===== src/rtl/digit_scan.sv =====
// ============================================================================
// Module      : digit_scan
// Description : 8-digit seven-segment scan controller with a shadow bank and
//               an active bank swapped at frame boundaries. Define
//               DIGIT_SCAN_SKIP_EN to step only over enabled digits.
// Revision    : 1.0  initial release
// ============================================================================
`default_nettype none
`timescale 1ns/1ps

module digit_scan #(
    parameter int PRESCALE = 50000
) (
    input  logic       clk,
    input  logic       rst,
    input  logic       wr_en,
    input  logic [2:0] wr_addr,
    input  logic [3:0] wr_data,
    input  logic       commit,
    input  logic [7:0] en_mask,
    output logic [2:0] sel,
    output logic [3:0] digit,
    output logic       blank,
    output logic       frame_start,
    output logic       commit_done
);

    localparam int                    c_PCNT_W    = $clog2(PRESCALE + 1);
    localparam logic [c_PCNT_W-1:0]   c_PCNT_LAST = c_PCNT_W'(PRESCALE - 1);

    logic [c_PCNT_W-1:0] r_pcnt;
    logic [2:0]          r_sel;
    logic [31:0]         r_shadow;
    logic [31:0]         r_active;
    logic                r_pending;
    logic                r_frame_start;
    logic                r_commit_done;

    logic                w_tick;
    logic [2:0]          w_sel_nxt;
    logic                w_wrap;
    logic                w_copy;

    assign w_tick = (r_pcnt == c_PCNT_LAST);

    always_comb begin
        w_sel_nxt = 3'd0;
`ifdef DIGIT_SCAN_SKIP_EN
        // Descending scans so the lowest qualifying index is the last written;
        // the "above sel" pass overrides the wrap target only when one exists.
        for (int i = 7; i >= 0; i--) begin
            if (en_mask[i]) w_sel_nxt = 3'(i);
        end
        for (int i = 7; i >= 0; i--) begin
            if (en_mask[i] && (3'(i) > r_sel)) w_sel_nxt = 3'(i);
        end
`else
        w_sel_nxt = r_sel + 3'd1;
`endif
    end

    assign w_wrap = w_tick && (w_sel_nxt <= r_sel);
    assign w_copy = w_wrap && (r_pending || commit);

    always_ff @(posedge clk or posedge rst) begin
        if (rst) begin
            r_pcnt        <= '0;
            r_sel         <= 3'd0;
            r_shadow      <= 32'd0;
            r_active      <= 32'd0;
            r_pending     <= 1'b0;
            r_frame_start <= 1'b0;
            r_commit_done <= 1'b0;
        end else begin
            r_pcnt <= w_tick ? '0 : r_pcnt + c_PCNT_W'(1);
            if (w_tick) r_sel <= w_sel_nxt;
            if (wr_en) r_shadow[{wr_addr, 2'b00} +: 4] <= wr_data;
            // Copy samples pre-write shadow; a colliding write lands in shadow only.
            if (w_copy) begin
                r_active  <= r_shadow;
                r_pending <= 1'b0;
            end else if (commit) begin
                r_pending <= 1'b1;
            end
            r_frame_start <= w_wrap;
            r_commit_done <= w_copy;
        end
    end

    assign sel         = r_sel;
    assign digit       = r_active[{r_sel, 2'b00} +: 4];
    assign blank       = ~en_mask[r_sel];
    assign frame_start = r_frame_start;
    assign commit_done = r_commit_done;

endmodule

`default_nettype wire


===== config.mk =====
export PLATFORM = sky130hd
export DESIGN_NAME = digit_scan
export DESIGN_NICKNAME = d
export VERILOG_FILES = /design/src/rtl/digit_scan.sv
export SDC_FILE = /design/constraint.sdc
export NUM_CORES = 1
export LEC_CHECK = 0
export ABC_AREA = 1
export BUFFER_PORTS_ARGS = -buffer_cell sky130_fd_sc_hd__buf_4
export CORE_UTILIZATION = 65
export CTS_BUF_LIST = sky130_fd_sc_hd__clkbuf_8
export DETAILED_ROUTE_END_ITERATION = 10
export PLACE_DENSITY = 0.85
export SLEW_MARGIN = 20
export SYNTH_ARGS = -nofsm -noshare
export SYNTH_HDL_FRONTEND = slang
export SYNTH_SLANG_ARGS = --single-unit

===== constraint.sdc =====
create_clock -name clk -period 7.2 [get_ports clk]
set_clock_uncertainty 0.2 [all_clocks]
set_input_delay 0.72 -clock clk [delete_from_list [all_inputs] [get_ports clk]]
set_output_delay 0.72 -clock clk [all_outputs]
set_load 0.005 [all_outputs]

Word-level counts from Yosys, hierarchy flattened. Index checks and enable logic that the tools add are counted.

Input bits: 19. Logic and storage cells: 27. Bits in registers: 86. Output and inout port bits: 10.

Shifts and indexed selects: 3. $add $sub $neg: 3. Reduce and logical (&&, ||, !) cells: 4. Equality and inequality tests: 1. Bitwise gates (word level): 1. Order comparisons: 2. Multiplexer cells: 6.

Operators by type and width (number): bitwise mux 32 bit (1); variable shift 4 x 7 -> 32 bit (first input constant) (1); variable part select 32 x 6 -> 4 bit (1); variable part select 4 x 7 -> 32 bit (1); adder 16 x 1 -> 16 bit (second input constant) (1); == test 16 bit (second input constant) (1); 2-to-1 mux 16 bit (1); negator 5 -> 7 bit (1); < comparator 3 x 4 -> 1 bit (second input constant) (1); adder 3 x 1 -> 3 bit (second input constant) (1); binary-select mux 1 bit (select 3 bit) (1); less-or-equal comparator 3 bit (1); 2-to-1 mux 1 bit (3); logical AND 1 bit (2); nonzero test 2 bit (1); logical OR 1 bit (1); NOT 1 bit (1).

Depth between registers and ports, before layout.
Word-level depth: 5. Gate-level depth with buffers: 12. Gate-level depth less buffers: 10.

Worst setup path before layout. Ideal clock, no wire load.

Kind: input-to-reg. From: in wr_addr[0]. To: reg r_shadow[4]. Path buffers: 1. Stages: 9. Slack: 4954 ps. Library setup time: 127 ps. Required time: 6873 ps. Data arrival time: 1919 ps. Path through: inv_1 -> ha_1 -> ha_1 -> clkbuf_1 -> nand3_1 -> nor2_1 -> inv_1 -> nand2_1 -> o21ai_0.

Cells in the longest elaborated chain, start to end: 3. Elaborated cells on any way between the ends: 4. Those cells by class: add/sub (1); shift (2); mux (1).

RTL lines: from (decl) (RTL line 17) `input logic [2:0] wr_addr,`; negator 5 -> 7 bit (*) (RTL line 77) `if (wr_en) r_shadow[{wr_addr, 2'b00} +: 4] <= wr_data;`; variable part select 4 x 7 -> 32 bit / variable shift 4 x 7 -> 32 bit (equally long branches) (RTL line 77); bitwise mux 32 bit (*) (RTL line 77); to (signal, indexed assignment) (RTL line 77); to (decl) (RTL line 33) `logic [31:0] r_shadow;`.

Every way passes the cells marked *; elsewhere a longest branch is shown, timed or not. A chain may end at the register's enable or synchronous reset.

Worst setup path in the final report.
From: reg r_sel[0], in the netlist sel[0]. To: out digit[3].

Cells in the longest elaborated chain, start to end: 1.

RTL lines: from (decl) (RTL line 32) `logic [2:0] r_sel;`; from (signal assigned) (RTL line 76) `if (w_tick) r_sel <= w_sel_nxt;`; variable part select 32 x 6 -> 4 bit (RTL line 91) `assign digit = r_active[{r_sel, 2'b00} +: 4];`; to (decl) (RTL line 22) `output logic [3:0] digit,`.

Every way passes these cells.

==> impl_metrics.py <==
metrics = {
    "critical_path": {
        "crit_path_start": "sel[0]",
        "path_class": "reg -> out",
        "cp-end-kind": "output pin",
        "rr_startpoint": "sel[0]",
        "cp.required_ps": 6280,
        "critPathMaxFanout": 24,
        "crit_path_start_kind": "flop",
        "rrSetupSlack_ps": 4580,
        "arrival_ps": 2290,
    },
    "outcome": {
        "status": "finished clean",
    },
    "synthesis": {
        "synth_top_family_by_area": "simple AND/OR/NAND/NOR gates",
        "synthMuxAreaShare_pct": 0,
        "synth_top_area_share_pct": 50.1,
        "synth_seq_cells": 86,
        "synth-adder-area-share_pct": 2.62,
        "ys.flop_type": "dfrtp_1",
        "synth_top_area_cell": "dfrtp_1",
        "syn_area_mm2": 0.00430,
        "synthCells": 535,
        "synth_common_cells": "nand2_1, dfrtp_1, nor2_1",
        "synthSimpleGateAreaFrac_pct": 30.6,
        "synth_edf_count": 0,
        "synth_most_common_cell": "nand2_1",
        "synth_nets": 563,
        "async_reset_ff_share_pct": 100,
        "synth_cell_type_count": 28,
        "synth_area_per_cell_um2": 8.04,
        "synth-compound-area-share_pct": 8.21,
        "synth_top_cells_by_area": "dfrtp_1, nand2_1, nand3_1",
        "yosysWarnings": 0,
        "ys_seq_area_share_pct": 50.1,
        "yosys.area_share.xor_xnor_pct": 1.43,
    },
    "layout": {
        "finalNetCount": 587,
        "syn2layout_area_growth_pct": 10.1,
        "layout-drive-gt1-share_pct": 11.6,
        "fillCellCount": 479,
        "n_antenna_cell": 0,
    },
    "floorplan": {
        "core-area_mm2": 0.00635,
        "die_y_um": 83.3,
        "num_rows": 29,
        "die_area_mm2": 0.00694,
        "start_util_pct": 67.7,
        "io-pin-count": 29,
        "die_w_um": 83.3,
    },
    "sta": {
        "achievable-frequency_mhz": 311,
        "tightest_slew_ps": 1010,
        "finalSetupViolations": 0,
        "rsz0062_at_grt": "false",
        "finalCriticalPeriod_ps": 3210,
        "fin_crit_sh_pct": 44.6,
        "final_hold_viol_count": 0,
        "fin_setup_tns_ps": 0,
        "layout_setup_ws_ps": 3990,
        "finalMaxSlewViolations": 0,
        "slew_headroom_pct": 32.9,
    },
    "detailed_routing": {
        "wl_per_cell_um": 15.2,
        "ant_nets": 0,
        "drtPass1Iterations": 6,
        "wl_um": 9690,
        "vias_per_cell": 5.70,
        "drc": 0,
        "vias": 3645,
        "drt_iter0_markers": 336,
    },
    "grt": {
        "antenna_found_initial": 0,
        "grtUsageTotal_pct": 30.6,
        "grt_pass1_vias": 3533,
        "gr-total-overflow": 0,
        "grt_pass1_wl_um": 16500,
        "grt_max_degree": 87,
    },
    "clock_network": {
        "clock_latency_ps": 350,
        "postCtsResizedCells": 0,
        "path_clk_slew_ps": 90,
        "htreeDepth": 3,
        "clock_sinks": 86,
        "ctsHoldBuffers": 0,
        "cts_tree": "built",
        "cts_root_buf": "clkbuf_8",
        "postCtsSetupRepairBufs": 0,
        "cts_buffer_depth": 2,
        "cts_buffers": 9,
    },
    "pwr": {
        "p_int_w": 0.000756,
        "ir_drop_mv": 0.149,
        "p_leak_nw": 2.61,
        "p_seq_share_pct": 53.7,
        "p_per_area_mw_per_mm2": 206,
        "p_switching_w": 0.000221,
        "netSwitchingFraction_pct": 22.7,
        "pwr-share-comb_pct": 6.4,
        "clkPwrFrac_pct": 39.9,
    },
    "job": {
        "drv_cap": 0,
    },
    "placement": {
        "io_buffers": 28,
        "preCtsSetupSlack_ps": 4420,
        "dp_hpwl_um": 6760,
        "globalplace.congestion": 0.867,
    },
    "hold_path": {
        "hold_class": "reg -> reg",
        "hp-start": "r_pcnt[0]",
    },
}
metal layers:
metal | GRT usage [%] | part of all wire (%) | up-vias
met2 | 49.9 | 47 | 165
met3 | 7.55 | 7.3 | 18
met4 | 11.0 | 2.4 | 0
met1 | 39.9 | 44 | 1705
li1 | - | - | 1757
met5 | 0 | 0 | -
area by class of cell:
cell class	instances	area, um2	area share [%]
Sequential cell	86	2150	45.5
Multi-Input combinational cell	381	1840	38.9
Clock buffer	9	124	2.62
Inverter	52	196	4.15
Clock inverter	5	100	2.12
Tap cell	77	96.3	2.04
Timing Repair Buffer	29	221	4.68
sequential cells by signal (all words and copies together), names as in the netlist:
register	count
r_pending	1
r_shadow	32
sel	3
frame_start	1
r_active	32
r_pcnt	16
commit_done	1
path summary, 6_finish.rpt:
| path | endpoint | cells after the start |
|---|---|---|
| max | digit[3] | 6 |
| min | r_pcnt[0] | 1 |
| max reg2reg | r_active[18] | 6 |
| min reg2reg | r_pcnt[0] | 1 |
| max in group asynchronous | r_active[11] | 3 |
| min in group asynchronous | r_shadow[2] | 3 |
power by group through the flow:
stage / logic [W] / registers, W / clock network, W
5_1_grt: 0.0000726 / 0.000527 / 0.000414
6_report: 0.0000627 / 0.000525 / 0.000389
3_5_place_dp: 0.0000619 / 0.000533 / 0
3_3_place_gp: 0.0000583 / 0.000532 / 0
2_1_floorplan: 0.0000409 / 0.000526 / 0
4_1_cts: 0.0000629 / 0.000524 / 0.000391
kinds of logic (layout without fill, tap and decap cells):
kind of cell	Yosys count	in the layout
fa+ha+maj	9	9
flops	86	86
xor+xnor	7	7
compound gates	67	67
simple gates	298	298
buf+inv	68	95
per-stage QoR:
stage	instance area (um2)	cells	hold slack, ps	total power [W]	utilization, %
2_1_floorplan	4300	535	233	0.000567	-
3_3_place_gp	4500	625	253	0.000590	70.9
3_5_place_dp	4500	625	262	0.000595	70.9
4_1_cts	4730	639	283	0.000978	74.5
5_1_grt	4730	639	304	0.00101	74.5
6_report	4730	639	279	0.000977	74.5
worst max-delay path, cell delays in order (launching register included):
cell	delay (ps)
dfrtp_1	780
inv_1	500
o21ai_0	290
o22ai_1	110
nand2_1	70
nand2_1	70
buf_4	130
layout by cell type (no fill, tap or decap):
| master | instances |
|---|---|
| buf_6 | 1 |
| buf_4 | 28 |
| clkinv_2 | 3 |
| o21ai_1 | 13 |
| a22oi_1 | 1 |
| nand2_2 | 2 |
| bufinv_16 | 3 |
| nor2_8 | 3 |
| clkbuf_8 | 9 |
| nor2_2 | 1 |
| xor2_1 | 7 |
| a21oi_1 | 8 |
| ha_1 | 9 |
| nand3_4 | 2 |
| inv_1 | 41 |
| o21ai_0 | 35 |
| nor3_1 | 5 |
| clkinv_1 | 2 |
| nand2_4 | 1 |
| inv_2 | 8 |
| dfrtp_1 | 86 |
| nand3_1 | 47 |
| o31ai_1 | 1 |
| o21bai_1 | 1 |
| nand2_1 | 168 |
| o22ai_1 | 8 |
| nand4_1 | 8 |
| nor2_4 | 2 |
| or2_2 | 2 |
| nor2_1 | 57 |
(Power assumes the default switching activity.)
